--- src/rtl/regfile_mp_scoreboard.sv ---
// Multi-read-port integer register file with per-register pending bits.
// A post-reset sweep clears the array one entry per cycle before use.
module regfile_mp_scoreboard #(
  parameter int unsigned XLEN     = 32,
  parameter int unsigned NREGS    = 32,
  parameter int unsigned NRD      = 2,
  parameter int unsigned ZERO_REG = 1,
  parameter int unsigned BYPASS   = 1,
  localparam int unsigned AW      = $clog2(NREGS)
) (
  input  logic                clock,
  input  logic                reset_n,
  output logic                ready,
  input  logic [NRD*AW-1:0]   rd_addr,
  output logic [NRD*XLEN-1:0] rd_data,
  output logic [NRD-1:0]      rd_pend,
  input  logic                wr_en,
  input  logic [AW-1:0]       wr_addr,
  input  logic [XLEN-1:0]     wr_data,
  input  logic                rsv_en,
  input  logic [AW-1:0]       rsv_addr
);

  typedef enum logic {
    SWEEP,
    READY
  } state_t;

  state_t          state;
  state_t          state_nx;
  logic [AW-1:0]   cnt;
  logic [AW-1:0]   cnt_nx;
  logic [XLEN-1:0] regs [NREGS];
  logic [NREGS-1:0] pend;
  logic            we;
  logic            rs;

  always_ff @(posedge clock) begin
    if (!reset_n) begin
      state <= SWEEP;
      cnt   <= '0;
    end else begin
      state <= state_nx;
      cnt   <= cnt_nx;
    end
  end

  always_comb begin
    state_nx = state;
    cnt_nx   = cnt;
    case (state)
      SWEEP: begin
        cnt_nx = cnt + 1'b1;
        if (cnt == AW'(NREGS - 1))
          state_nx = READY;
      end
      READY: ;
      default: state_nx = SWEEP;
    endcase
  end

  assign ready = (state == READY);

  // Register 0 never accepts writes or reservations when hardwired
  assign we = ready && wr_en &&
              !((ZERO_REG != 0) && (wr_addr == '0));
  assign rs = ready && rsv_en &&
              !((ZERO_REG != 0) && (rsv_addr == '0));

  always_ff @(posedge clock) begin
    if (state == SWEEP)
      regs[cnt] <= '0;
    else if (we)
      regs[wr_addr] <= wr_data;
  end

  // Reserve is applied last so it wins over a same-cycle write
  always_ff @(posedge clock) begin
    if (!reset_n) begin
      pend <= '0;
    end else begin
      if (we)
        pend[wr_addr] <= 1'b0;
      if (rs)
        pend[rsv_addr] <= 1'b1;
    end
  end

  for (genvar k = 0; k < NRD; k++) begin : g_rd
    logic [AW-1:0] a;
    logic          z;
    logic          b;
    assign a = rd_addr[k*AW +: AW];
    assign z = (ZERO_REG != 0) && (a == '0);
    assign b = (BYPASS != 0) && we && (a == wr_addr);
    assign rd_data[k*XLEN +: XLEN] =
      (!ready || z) ? '0 : (b ? wr_data : regs[a]);
    assign rd_pend[k] = ready && !z && !b && pend[a];
  end

endmodule

--- config.mk ---
export PLATFORM = sky130hd
export DESIGN_NAME = regfile_mp_scoreboard
export DESIGN_NICKNAME = d
export VERILOG_FILES = /design/src/rtl/regfile_mp_scoreboard.sv
export SDC_FILE = /design/constraint.sdc
export NUM_CORES = 1
export LEC_CHECK = 0
export CAP_MARGIN = 20
export CORE_UTILIZATION = 59
export CTS_CLUSTER_DIAMETER = 150
export DETAILED_ROUTE_END_ITERATION = 16
export PLACE_DENSITY = 0.88
export SYNTH_ARGS = -nofsm -noshare
export SYNTH_HDL_FRONTEND = slang
export SYNTH_SLANG_ARGS = --single-unit
--- constraint.sdc ---
create_clock -name clock -period 5.15 [get_ports clock]
set_clock_uncertainty 0.1 [all_clocks]
set_input_delay 1.03 -clock clock [delete_from_list [all_inputs] [get_ports clock]]
set_output_delay 1.03 -clock clock [all_outputs]
set_load 0.01 [all_outputs]
==> results.md <==
Status:
- The run finished with clean final reports.

Power:
- The power density over cell area is 321 nW/um^2.
- The worst-case IR drop observed on VDD is 0.314 mV.
- Summed over all cells, the static leakage comes to about 20 nW.

Timing:
- The number of failing hold endpoints at the final stage was 0.
- The share of the clock period used by the worst path is 0.991.
- The worst-case headroom to the max-slew limit is 0.214.
- Setup repair after global routing left no endpoint under its margin.
- The final number of max-transition violations is 0.
- The final total negative setup slack is 0 ns.
- Setup violations remaining at the end of the flow were counted as 0.
- Once routing completed, OpenROAD measured the worst setup slack at 0.0444 ns.
- The transition time at the pin with the least slew margin is 1.17 ns.
- The clock period could shrink to 5.11 ns.
- The post-route worst hold slack is about 0.39 ns.
- For this run, the top clock speed supported by timing is ~200 MHz.

Clocking:
- The clock buffer count from CTS is between 100 and 150.
- The clock input transition at the sequential cells of the worst setup and hold paths is 0.06 ns.
- The number of hold-repair buffers added at the cts stage is 0.
- The clock insertion delay at the later pin of the skew report is 0.67 ns.
- In this run the clock root is driven by a sky130_fd_sc_hd__clkbuf_16.
- The clock tree synthesis step divided the H-tree into 3 levels.
- The clock passes through at most 3 buffers.
- Post-CTS repair changed the size of 0 cells.
- The post-CTS setup-driven buffer insertion count is 0.
- CTS saw 1062 sinks.
- The clock tree from TritonCTS is built.

Logic synthesis:
- After synthesis the netlist holds a flip-flop and latch count of ~1100.
- The most repeated cell in the gate-level netlist after synthesis is sky130_fd_sc_hd__edfxtp_1.
- The number of warnings printed during yosys synthesis is 0.
- The cell taking the most area after synthesis is sky130_fd_sc_hd__edfxtp_1.
- The sequential fraction of the synthesis area is 0.616.
- The cell count after synthesis came out at 2761.
- In the synthesized netlist the async set-or-reset flop fraction comes to 0.
- The share of synthesized area in the top cell type comes to 0.601.
- In this run the mean area of a mapped cell was 18.5 um^2.
- The synthesized net count is between 2000 and 3000.
- Synthesis instantiated 53 different standard cells from the library.
- In this run, synthesis inferred between 1000 and 1500 flip-flops with an integrated enable.
- Counting instances in the post-synthesis netlist gives the leading cell types as sky130_fd_sc_hd__edfxtp_1, sky130_fd_sc_hd__mux4_2, sky130_fd_sc_hd__a211oi_1.
- Summing every instance area after synthesis gives 51200 um^2.
- The dominant register cell in the synthesized netlist is sky130_fd_sc_hd__edfxtp_1.
- Sorting the synthesized cells by area gives the leading types as sky130_fd_sc_hd__edfxtp_1, sky130_fd_sc_hd__mux4_2, sky130_fd_sc_hd__a211oi_1.

Drt:
- The first detailed-routing pass ran for 6 iterations.
- After detailed routing, the average wire length per cell comes to approximately 39 um.
- The number of nets with antenna violations after routing is 0.
- For this run, design rule violations remaining after detail routing come to 0.
- The per-cell via count in the routed design is 8.04.
- The final layout contains routed wiring with a total length of 163 mm.
- The number of design-rule violations left by the first detailed-router iteration is between 6000 and 7000.
- The overall via count from detail_route is 33800.

Floorplanning:
- The count of standard-cell rows is ~110.
- The die is 296 um tall.
- Measured along the x axis, the die boundary spans 296 um.
- The standard cell core area is 85500 um^2.
- The die covers 87900 um^2.
- During I/O placement, the number of pins put on the boundary was between 100 and 150.
- The initial core utilization is 0.598.

Setup path:
- STA puts the critical path data required time at 4.02 ns.
- The endpoint of the lowest-slack register-to-register path is regs[11][14].
- The register-to-register path setup slack is 1.47 ns.
- The maximum fanout along the worst path is 12.
- The sort of element at the end of the critical path is an output port.
- The worst register-to-register path has a depth of 6.
- The critical path starts at wr_addr[2].
- Data on the critical path arrives at its endpoint at 3.98 ns.
- The type of origin of the critical path is a primary input.
- The worst register-to-register path begins at ready.
- The critical path is of the in2out type.

GRT:
- The number of antenna violations at the first check in global routing is 0.
- For this run, global-route usage on met2 was measured as 0.578.
- The busiest metal layer after global routing is met2.
- The wire length of the first global-routing pass is 233 mm.
- The residual overflow from global routing is 0.
- The via count of the first global-routing pass came to 34300.
- Across every metal layer, demand over resource in global routing totals 0.374.
- The maximum number of pins on one net before global-route repair is 131.
- The routing usage on met3 is 0.113.
- The met1 track demand over resource is 0.460.

Layout:
- The number of inserted filler cells in the final layout is 4791.
- Registers take ~32000 um^2.
- After routing the design area is roughly 59000 um^2.
- For this run, the number of standard cells in the final layout without fillers is 4199.
- Summing all multi-input logic gate instances after layout gives approximately 19000 um^2.
- The area growth from synthesis to layout is 14.9%.
- The number of nets in the finished design is between 3000 and 4000.
- 0 antenna diodes ended up in the layout.
- The fraction of layout cells with a size suffix above 1 is 0.308.

Job:
- The count of max-cap constraint violations is 0.

Min path:
- The end point of the worst hold path is pend[0].
- The min-delay analysis places its worst path in the category reg2reg.
- Along the worst hold path, the cell count comes to 1.
- In this run the most critical hold path is launched from pend[0].

Place:
- Timing analysis after detailed placement gives a worst setup slack of 0.131 ns.
- The final weighted congestion in routability-driven placement is 0.913.
- Port buffering added around 120 buffers.
- Counting tap cells, the placed design contains a total of ~4000 instances.
- The detailed placer's ending HPWL is 89.5 mm.
- The cell area after placement is 55200 um^2.
## registers in the layout, summed over array words and instances, names as in the netlist
signal,cells
pend,32
regs,1024
cnt,5
ready,1
## cells in the final DEF (no fill, tap or decap), types with 5 or more instances in the layout
master	n
sky130_fd_sc_hd__xnor2_1	12
sky130_fd_sc_hd__a211o_1	62
sky130_fd_sc_hd__clkdlybuf4s50_1	114
sky130_fd_sc_hd__nor2_4	32
sky130_fd_sc_hd__nand2b_1	9
sky130_fd_sc_hd__nand2_1	48
sky130_fd_sc_hd__clkbuf_1	14
sky130_fd_sc_hd__nand3_1	20
sky130_fd_sc_hd__clkinv_2	19
sky130_fd_sc_hd__mux2i_1	158
sky130_fd_sc_hd__nor2b_1	139
sky130_fd_sc_hd__nor3_1	9
sky130_fd_sc_hd__buf_4	164
sky130_fd_sc_hd__a22oi_1	10
sky130_fd_sc_hd__a21boi_0	18
sky130_fd_sc_hd__a21oi_1	7
sky130_fd_sc_hd__mux4_2	516
sky130_fd_sc_hd__edfxtp_1	1024
sky130_fd_sc_hd__clkbuf_16	105
sky130_fd_sc_hd__dfxtp_1	38
sky130_fd_sc_hd__a211oi_1	250
sky130_fd_sc_hd__clkinv_1	25
sky130_fd_sc_hd__nor3b_1	7
sky130_fd_sc_hd__clkinvlp_4	10
sky130_fd_sc_hd__buf_12	50
sky130_fd_sc_hd__nor2_1	17
sky130_fd_sc_hd__buf_8	7
sky130_fd_sc_hd__a32o_1	7
sky130_fd_sc_hd__bufinv_16	18
sky130_fd_sc_hd__o21ai_0	29
sky130_fd_sc_hd__a31oi_1	8
sky130_fd_sc_hd__inv_1	5
sky130_fd_sc_hd__and2_1	45
## worst max-delay path by stage
stage	depth (start not counted)	endpoint	slack (ns)
5_1_grt	9	rd_data[9]	0.02
3_3_place_gp	7	rd_data[44]	0.05
4_1_cts	9	rd_data[50]	0.07
3_5_place_dp	9	rd_data[39]	0.13
6_report	9	rd_data[36]	0.04
2_1_floorplan	7	regs[0][0]	1.02
## per-layer routing
metal,vias to the layer above,part of all wire
met5,-,0
met4,0,0.083
met3,1025,0.15
met2,3935,0.46
met1,16600,0.30
li1,12200,-
## report_power, final
group          switching [mW]  total (mW)  internal (mW)
combinational           0.711        1.24          0.526
clock                    3.45        8.12           4.67
sequential             0.0573        9.49           9.43
total                    4.22        18.8           14.6
## cell families (layout without fill, tap and decap cells)
family          after synthesis  in the layout  share of synthesized area
flops                      1062           1062                      0.616
mux                         674            674                      0.258
compound gates              416            416                     0.0617
simple gates                348            348                     0.0376
buf+inv                     247            541                     0.0242
xor+xnor                     12             12                    0.00205
fa+ha+maj                     2              2                   0.000489
## critical path, cell delays in order
cell	delay, ns
sky130_fd_sc_hd__clkdlybuf4s50_1	0.45
sky130_fd_sc_hd__or3_1	0.46
sky130_fd_sc_hd__o21ai_4	0.17
sky130_fd_sc_hd__buf_4	0.21
sky130_fd_sc_hd__o311ai_4	0.14
sky130_fd_sc_hd__buf_4	0.25
sky130_fd_sc_hd__a211oi_1	0.52
sky130_fd_sc_hd__a211o_1	0.19
sky130_fd_sc_hd__clkdlybuf4s50_1	0.53
## per-stage QoR
stage / total power [mW] / utilization
floorplan: 10.4 / -
global placement: 10.8 / 0.645
detailed placement: 10.9 / 0.645
CTS: 18.8 / 0.687
global route: 19.2 / 0.687
finish: 18.8 / 0.687
## area by class of cell
type / instances / area share
clock inverters: 76 / 0.0158
well taps: 1144 / 0.0243
inverters: 10 / 0.000638
repair buffers: 336 / 0.0593
clock buffers: 119 / 0.0456
multi-input cells: 1452 / 0.318
flip-flops and latches: 1062 / 0.536
Note: power is estimated with default switching activity, not from simulation.
